[src/rtl/i2c_poll_sched.sv]
// Poll sequencer for the i2c_if master: parks it via start_n, runs one register read
// periodically or on demand, captures the byte, and retries on NACK or timeout.
module i2c_poll_sched #(
  parameter int unsigned PERIOD    = 1000000,
  parameter int unsigned TIMEOUT   = 4096,
  parameter int unsigned MAX_RETRY = 3,
  parameter int unsigned PARK_CYC  = 2,
  parameter logic [7:0]  DONE_MODE = 8'd106
) (
  input  logic       clk,
  input  logic       rst_n,
  input  logic       en,
  input  logic       trig,
  output logic       m_start_n,
  input  logic [7:0] m_mode,
  input  logic       m_err,
  input  logic [7:0] m_data,
  output logic [7:0] data,
  output logic       data_valid,
  output logic       fail,
  output logic       fail_timeout,
  output logic [7:0] err_count,
  output logic       busy
);

  localparam int unsigned PW = $clog2(PERIOD + 1);
  localparam int unsigned TW = $clog2(TIMEOUT + 1);
  localparam int unsigned KW = $clog2(PARK_CYC + 1);

  typedef enum logic [1:0] {StIdle, StRun, StPark} state_e;

  state_e        state_q, state_d;
  logic [PW-1:0] period_cnt_q, period_cnt_d;
  logic [TW-1:0] tmo_cnt_q, tmo_cnt_d;
  logic [KW-1:0] park_cnt_q, park_cnt_d;
  logic [3:0]    retry_q, retry_d;
  logic          rerun_q, rerun_d;
  logic          trig_pend_q, trig_pend_d;
  logic          m_start_n_q, m_start_n_d;
  logic [7:0]    data_q, data_d;
  logic          data_valid_q, data_valid_d;
  logic          fail_q, fail_d;
  logic          fail_timeout_q, fail_timeout_d;
  logic [7:0]    err_count_q, err_count_d;
  logic          busy_q, busy_d;
  logic          start_poll;
  logic          mode_done;

  assign mode_done = (m_mode == DONE_MODE);

  always_comb begin
    state_d        = state_q;
    tmo_cnt_d      = tmo_cnt_q;
    park_cnt_d     = park_cnt_q;
    retry_d        = retry_q;
    rerun_d        = rerun_q;
    data_d         = data_q;
    data_valid_d   = 1'b0;
    fail_d         = 1'b0;
    fail_timeout_d = fail_timeout_q;
    err_count_d    = err_count_q;
    start_poll     = 1'b0;

    unique case (state_q)
      StIdle: begin
        if ((en && period_cnt_q == '0) || trig_pend_q) begin
          state_d    = StRun;
          tmo_cnt_d  = '0;
          start_poll = 1'b1;
        end
      end
      StRun: begin
        tmo_cnt_d = tmo_cnt_q + 1'b1;
        // A clean DONE takes priority over a coincident timeout.
        if (mode_done && !m_err) begin
          data_d         = m_data;
          data_valid_d   = 1'b1;
          fail_timeout_d = 1'b0;
          retry_d        = '0;
          rerun_d        = 1'b0;
          park_cnt_d     = '0;
          state_d        = StPark;
        end else if (mode_done || tmo_cnt_q == TW'(TIMEOUT - 1)) begin
          if (retry_q < 4'(MAX_RETRY)) begin
            retry_d = retry_q + 4'd1;
            rerun_d = 1'b1;
          end else begin
            fail_d         = 1'b1;
            fail_timeout_d = !mode_done;
            retry_d        = '0;
            rerun_d        = 1'b0;
            if (err_count_q != 8'hff) err_count_d = err_count_q + 8'd1;
          end
          park_cnt_d = '0;
          state_d    = StPark;
        end
      end
      StPark: begin
        if (park_cnt_q == KW'(PARK_CYC - 1)) begin
          state_d   = rerun_q ? StRun : StIdle;
          tmo_cnt_d = '0;
        end else begin
          park_cnt_d = park_cnt_q + 1'b1;
        end
      end
      default: state_d = StIdle;
    endcase

    if (trig)            trig_pend_d = 1'b1;
    else if (start_poll) trig_pend_d = 1'b0;
    else                 trig_pend_d = trig_pend_q;

    if (!en)                     period_cnt_d = '0;
    else if (start_poll)         period_cnt_d = PW'(PERIOD - 1);
    else if (period_cnt_q != '0) period_cnt_d = period_cnt_q - 1'b1;
    else                         period_cnt_d = period_cnt_q;

    m_start_n_d = (state_d == StRun);
    busy_d      = (state_d != StIdle);
  end

  always_ff @(posedge clk or negedge rst_n) begin
    if (!rst_n) begin
      state_q        <= StIdle;
      period_cnt_q   <= '0;
      tmo_cnt_q      <= '0;
      park_cnt_q     <= '0;
      retry_q        <= '0;
      rerun_q        <= 1'b0;
      trig_pend_q    <= 1'b0;
      m_start_n_q    <= 1'b0;
      data_q         <= '0;
      data_valid_q   <= 1'b0;
      fail_q         <= 1'b0;
      fail_timeout_q <= 1'b0;
      err_count_q    <= '0;
      busy_q         <= 1'b0;
    end else begin
      state_q        <= state_d;
      period_cnt_q   <= period_cnt_d;
      tmo_cnt_q      <= tmo_cnt_d;
      park_cnt_q     <= park_cnt_d;
      retry_q        <= retry_d;
      rerun_q        <= rerun_d;
      trig_pend_q    <= trig_pend_d;
      m_start_n_q    <= m_start_n_d;
      data_q         <= data_d;
      data_valid_q   <= data_valid_d;
      fail_q         <= fail_d;
      fail_timeout_q <= fail_timeout_d;
      err_count_q    <= err_count_d;
      busy_q         <= busy_d;
    end
  end

  assign m_start_n    = m_start_n_q;
  assign data         = data_q;
  assign data_valid   = data_valid_q;
  assign fail         = fail_q;
  assign fail_timeout = fail_timeout_q;
  assign err_count    = err_count_q;
  assign busy         = busy_q;

endmodule

[config.mk]
export PLATFORM = sky130hd
export DESIGN_NAME = i2c_poll_sched
export DESIGN_NICKNAME = d
export VERILOG_FILES = /design/src/rtl/i2c_poll_sched.sv
export SDC_FILE = /design/constraint.sdc
export NUM_CORES = 1
export LEC_CHECK = 0
export CAP_MARGIN = 20
export CORE_AREA = 2 2 79 81
export DETAILED_ROUTE_END_ITERATION = 6
export DIE_AREA = 0 0 81 83
export GPL_ROUTABILITY_DRIVEN = 0
export GPL_TIMING_DRIVEN = 0
export PLACE_DENSITY = 0.78
export SLEW_MARGIN = 20
export SYNTH_ARGS = -nofsm -noshare
export SYNTH_HDL_FRONTEND = slang
export SYNTH_SLANG_ARGS = --single-unit
[constraint.sdc]
create_clock -name clk -period 4.3 [get_ports clk]
set_clock_uncertainty 0.1 [all_clocks]
set_input_delay 1.075 -clock clk [delete_from_list [all_inputs] [get_ports clk]]
set_output_delay 1.075 -clock clk [all_outputs]
set_load 0.01 [all_outputs]
# Yosys cells after proc, flatten, opt, wreduce, memory -nomap -nowiden
# Index checks and enable logic that the tools add are counted.
# word_totals
regBits	64
latchBits	0
mem_bits_rw	0
romBits	0
input_bits	21
out_inout_bits	21
wordCells	90
n_memories	0
# classes
n_addsub	5
mul	0
n_div	0
n_lt_le_gt_ge	1
n_eq_ne	13
shifts	0
muxes	35
bitwise	2
n_reduce_logical	20
# ops
cell	n
$mux 20	3
$pmux 13 s3	1
$mux 13	2
$logic_not 20->1	1
$reduce_bool 20->1	1
$sub 20x1->20 const B	1
$mux 1	17
$mux 2	7
$add 13x1->13 const B	1
$eq 13x12->1 const B	1
$mux 4	3
$reduce_and 3->1	3
$add 8x1->8 const B	1
$eq 8x7->1 const B	1
$ne 2x2->1 const B	4
$ne 8x8->1 const B	1
$reduce_bool 2->1	4
$eq 2x1->1 const B	3
$pmux 2 s3	1
$reduce_and 5->1	1
$add 4x1->4 const B	1
$lt 4x2->1 const B	1
$pmux 2 s2	1
$reduce_and 2->1	2
other kinds (10)	14

# Depth between registers and ports, before layout
# Gate-level depths: netlist of run 1.
# depth
depth_word	7
ltp_mapped	8
ltp_nobuf	7

# Worst setup path after synthesis of run 1
# Ideal clock, no wire load.
# synth_path
kind	input to register
startpoint	in m_mode[7]
endpoint	reg data_q[0] (netlist: data[0])
setup_time_ns	0.125
t_arrival_ns	2.677
required_ns	4.075
slack_ns	1.398
path_stages	5
n_path_buf	0
cell_sequence	or4bb_1 -> nor2_1 -> nand2_1 -> nor2_1 -> mux2_2
# synth_via
elab_chain_len	3
# synth_rtl
item	line_no	source
from (decl)	15	input logic [7:0] m_mode,
$eq 8x7->1	49	assign mode_done = (m_mode == DONE_MODE);
$logic_and 1x1->1	75	if (mode_done && !m_err) begin
$reduce_and 2->1 (no line)	--	
to (signal assigned)	147	data_q <= data_d;
to (decl)	40	logic [7:0] data_q, data_d;
# No other way between the ends.
# A chain may end at the register's enable or synchronous reset.

# Worst setup path in the final report of run 1
# layout_path
startpoint	in en
endpoint	reg period_cnt_q[6]
# layout_via
elab_chain_len	6
elab_cells_between_ends	7
# layout_rtl
item	line_no	source
from (decl)	12	input logic en,
$logic_and 1x1->1	66	if ((en && period_cnt_q == '0) || trig_pend_q) begin
$logic_or 1x1->1	66	
$mux 1	66	
$mux 1	64	unique case (state_q)
$mux 20	114	else if (start_poll) period_cnt_d = PW'(PERIOD - 1);
$mux 20	113	if (!en) period_cnt_d = '0;
to (signal assigned)	140	period_cnt_q <= period_cnt_d;
to (decl)	33	logic [PW-1:0] period_cnt_q, period_cnt_d;
# Parallel ways exist; a longest one is shown, timed or not.

==> results.yml, run 1 <==
status:
  outcome: "complete, no violations"
timing:
  worstMarginPinSlew_ps: 765
  hold_viol: 0
  period_minus_slack_ps: 3340
  finalWorstSetupSlack_ps: 957
  fin_setup_tns_ps: 0
  rsz0062_at_grt: "no"
  setup_viol: 0
  maxSlewViolCount: 0
  holdWs_ps: 394
  max_clock_freq_mhz: 299
  finalCritPeriodShare: 0.777
  max-slew-margin-rel: 0.488
global_routing:
  grt_max_degree: 42
  antenna_found_initial: 0
  grt_pass1_wl_um: 11600
  grt_pass1_vias: 2555
  grt-ovfl-total: 0
  grt_use_total: 0.219
synthesis:
  ys_seq_area_frac: 0.509
  synthArstFlopShare: 1.00
  synth_top_cells_by_area: "dfrtp_1, a21oi_1, o21ai_0"
  synth.yosys.warnings: 0
  syn_area_mm2: 0.00314
  synthCells: 307
  synth_edf_count: 0
  syn_nets: 334
  synth_cell_types: 46
  synth_top_area_share: 0.509
  ys_seq_elements: 64
  synth_area_leader_cell: "dfrtp_1"
  dominantRegCellSynth: "dfrtp_1"
  syn_area_per_cell_um2: 10.2
setup_path:
  cp_data_arrival_time_ps: 3440
  reg2reg_to: "period_cnt_q[6]"
  worstSetupStartpoint: "en"
  path_class: "input pin to register"
  critPathSlowestCell: "o21ai_1"
  cp-start-kind: "input pin"
  crit_required_ps: 4400
  rrSetupSlack_ps: 1430
  path_cells: "clkdlybuf4s50_1 -> or4bb_1 -> nor4_4 -> a21oi_1 -> o21ai_1 -> nor2_1"
  path_max_fanout: 8
  end_kind: "register"
  worstRegToRegCells: 5
  reg2reg_from: "period_cnt_q[4]"
  crit_end: "period_cnt_q[6]"
  max_stage_delay_ps: 600
detailed_routing:
  drc: 0
  finalWirelength_um: 6490
  post_drt_wl_per_cell_um: 14.7
  ant_nets: 0
  drt_iter0_drc: 251
  viasPerCell: 5.86
  vias: 2578
  first_pass_iters: 4
place:
  port_buffers: 41
  post-dp-hpwl_um: 4610
  pre_cts_ws_ps: 604
clock_tree:
  htree_levels: 3
  tritoncts: "done"
  cts_buffers: 9
  post_cts_resized: 0
  cts.sinks: 64
  worst_skew_pair.late_latency_ps: 340
  clk_path_buf_depth: 2
  ctsHoldBuffers: 0
  postCtsSetupBuffers: 0
  clk_pin_slew_ps: 70
  cts_root_buffer: "clkbuf_8"
power_and_ir_drop:
  ir_drop_uv: 320
  p_leak_nw: 1.65
  power_density_mw_per_mm2: 514
  finalPower_mw: 1.97
floorplan:
  die_height_um: 83
  fp-row-count: 28
  ioPinCount: 42
  start_util: 0.541
  fp.dieArea_mm2: 0.00672
  die_w_um: 81
  design.core.area_mm2: 0.00582
final_layout:
  fin_util: 0.660
  final_cell_mix: "dfrtp_1, clkdlybuf4s50_1, a21oi_1, o21ai_0"
  num_antenna_cells: 0
  area_growth_pct: 22.1
  layout_commonest_cell: "dfrtp_1"
  nNetsFinal: 387
  drive_gt1_frac: 0.110
job:
  drv_cap: 0
worst_hold_path:
  holdCritPathClass: "register to register"
==> cell families after synthesis <==
family / synth area share
muxes: 0.0358
adders and majority gates: 0.0239
and+or+nand+nor: 0.214
buffers and inverters: 0.0243
xor gates and xnor gates: 0.0501
AOI/OAI and AO/OA: 0.142
DFF: 0.509
==> how the worst min path moves through the flow <==
stage          slack, ps  depth (start not counted)    startpoint           end
2_1_floorplan        350                          2    retry_q[1]    retry_q[1]
3_3_place_gp         380                          1  err_count[5]  err_count[5]
3_5_place_dp         380                          2    retry_q[1]    retry_q[1]
4_1_cts              400                          2    retry_q[1]    retry_q[1]
5_1_grt              410                          1  err_count[6]  err_count[6]
6_report             390                          1  err_count[5]  err_count[5]
==> through the flow <==
step,instances,instance area (um2)
global route,440,3840
global placement,423,3650
floorplan,307,3140
detailed placement,424,3670
CTS,440,3840
finish,440,3840
==> worst max-delay path, delay by kind of cell <==
kind            cells  cell delay (ps)
compound gates      2              830
buf+inv             1              520
simple gates        3             1020
==> Yosys cell counts (2+ instances only) <==
master / n
nor3_1: 8
nor2b_1: 4
nor3b_1: 2
inv_1: 7
nand2b_1: 6
a31oi_1: 6
mux2_2: 10
xor2_1: 8
nor4_1: 4
o21ai_0: 23
ha_1: 6
buf_2: 4
and2_1: 3
o31ai_1: 9
nand2_1: 19
and3_1: 2
dfrtp_1: 64
or3_1: 13
or4_1: 9
and4_1: 2
a22o_1: 3
nand4_1: 4
or4bb_1: 2
nand3_1: 11
or2_2: 3
xnor2_1: 10
a21oi_1: 24
nor2_1: 19
clkbuf_1: 5
==> sequential cells by signal (all words and copies together) (netlist names), 2 cells and up <==
signal,cells
park_cnt_q,2
data,8
state_q,2
period_cnt_q,20
err_count,8
tmo_cnt_q,13
retry_q,4
==> metal layers <==
| metal | share of wire | wire [um] | track usage | vias to the layer above |
|---|---|---|---|---|
| li1 | - | - | - | 1233 |
| met3 | 0.046 | 300 | 0.0402 | 8 |
| met2 | 0.48 | 3120 | 0.336 | 72 |
| met1 | 0.46 | 2960 | 0.298 | 1265 |
| met5 | 0 | 0 | 0 | - |
| met4 | 0.016 | 101 | 0.103 | 0 |
==> report_power, final <==
part | switching, mW | internal (mW) | total [mW]
combinational | 0.392 | 0.307 | 0.699
clock | 0.238 | 0.220 | 0.458
sequential | 0.103 | 0.713 | 0.816
total | 0.734 | 1.24 | 1.97
==> layout make-up <==
type,count,area (um2)
Buffer,10,50.0
Clock buffer,10,138
Clock inverter,6,35.0
Fill cell,472,1980
Inverter,7,26.3
Multi-Input combinational cell,226,1470
Sequential cell,64,1600
Tap cell,75,93.8
Timing Repair Buffer,42,428
(Power assumes the default switching activity.)
==> run 2, diff against run 1 <==
==> constraint.sdc (replaced) <==
create_clock -name clk -period 3.25 [get_ports clk]
set_clock_uncertainty 0.1 [all_clocks]
set_input_delay 0.8125 -clock clk [delete_from_list [all_inputs] [get_ports clk]]
set_output_delay 0.8125 -clock clk [all_outputs]
set_load 0.01 [all_outputs]
==> results of run 2 <==
The final DEF is identical to that of run 1. Status: complete, no violations.
Among the figures that moved: setup slack after placement 604 ps -> -183 ps; setup slack after layout 957 ps -> 170 ps; hold slack 394 ps -> 267 ps; register-to-register setup slack 1430 ps -> 380 ps; total power 1.97 mW -> 2.61 mW; worst IR drop on VDD 320 uV -> 424 uV
==> run 3, diff against run 2 <==
--- a/config.mk
+++ b/config.mk
@@ -16,3 +16,4 @@
 export SYNTH_ARGS = -nofsm -noshare
 export SYNTH_HDL_FRONTEND = slang
 export SYNTH_SLANG_ARGS = --single-unit
+export TNS_END_PERCENT = 20
==> results of run 3 <==
The final DEF is identical to that of run 1. Status: complete, no violations.
Among the figures that moved: setup slack after placement 604 ps -> -183 ps; setup slack after layout 957 ps -> 170 ps; hold slack 394 ps -> 267 ps; register-to-register setup slack 1430 ps -> 380 ps; total power 1.97 mW -> 2.61 mW; worst IR drop on VDD 320 uV -> 424 uV
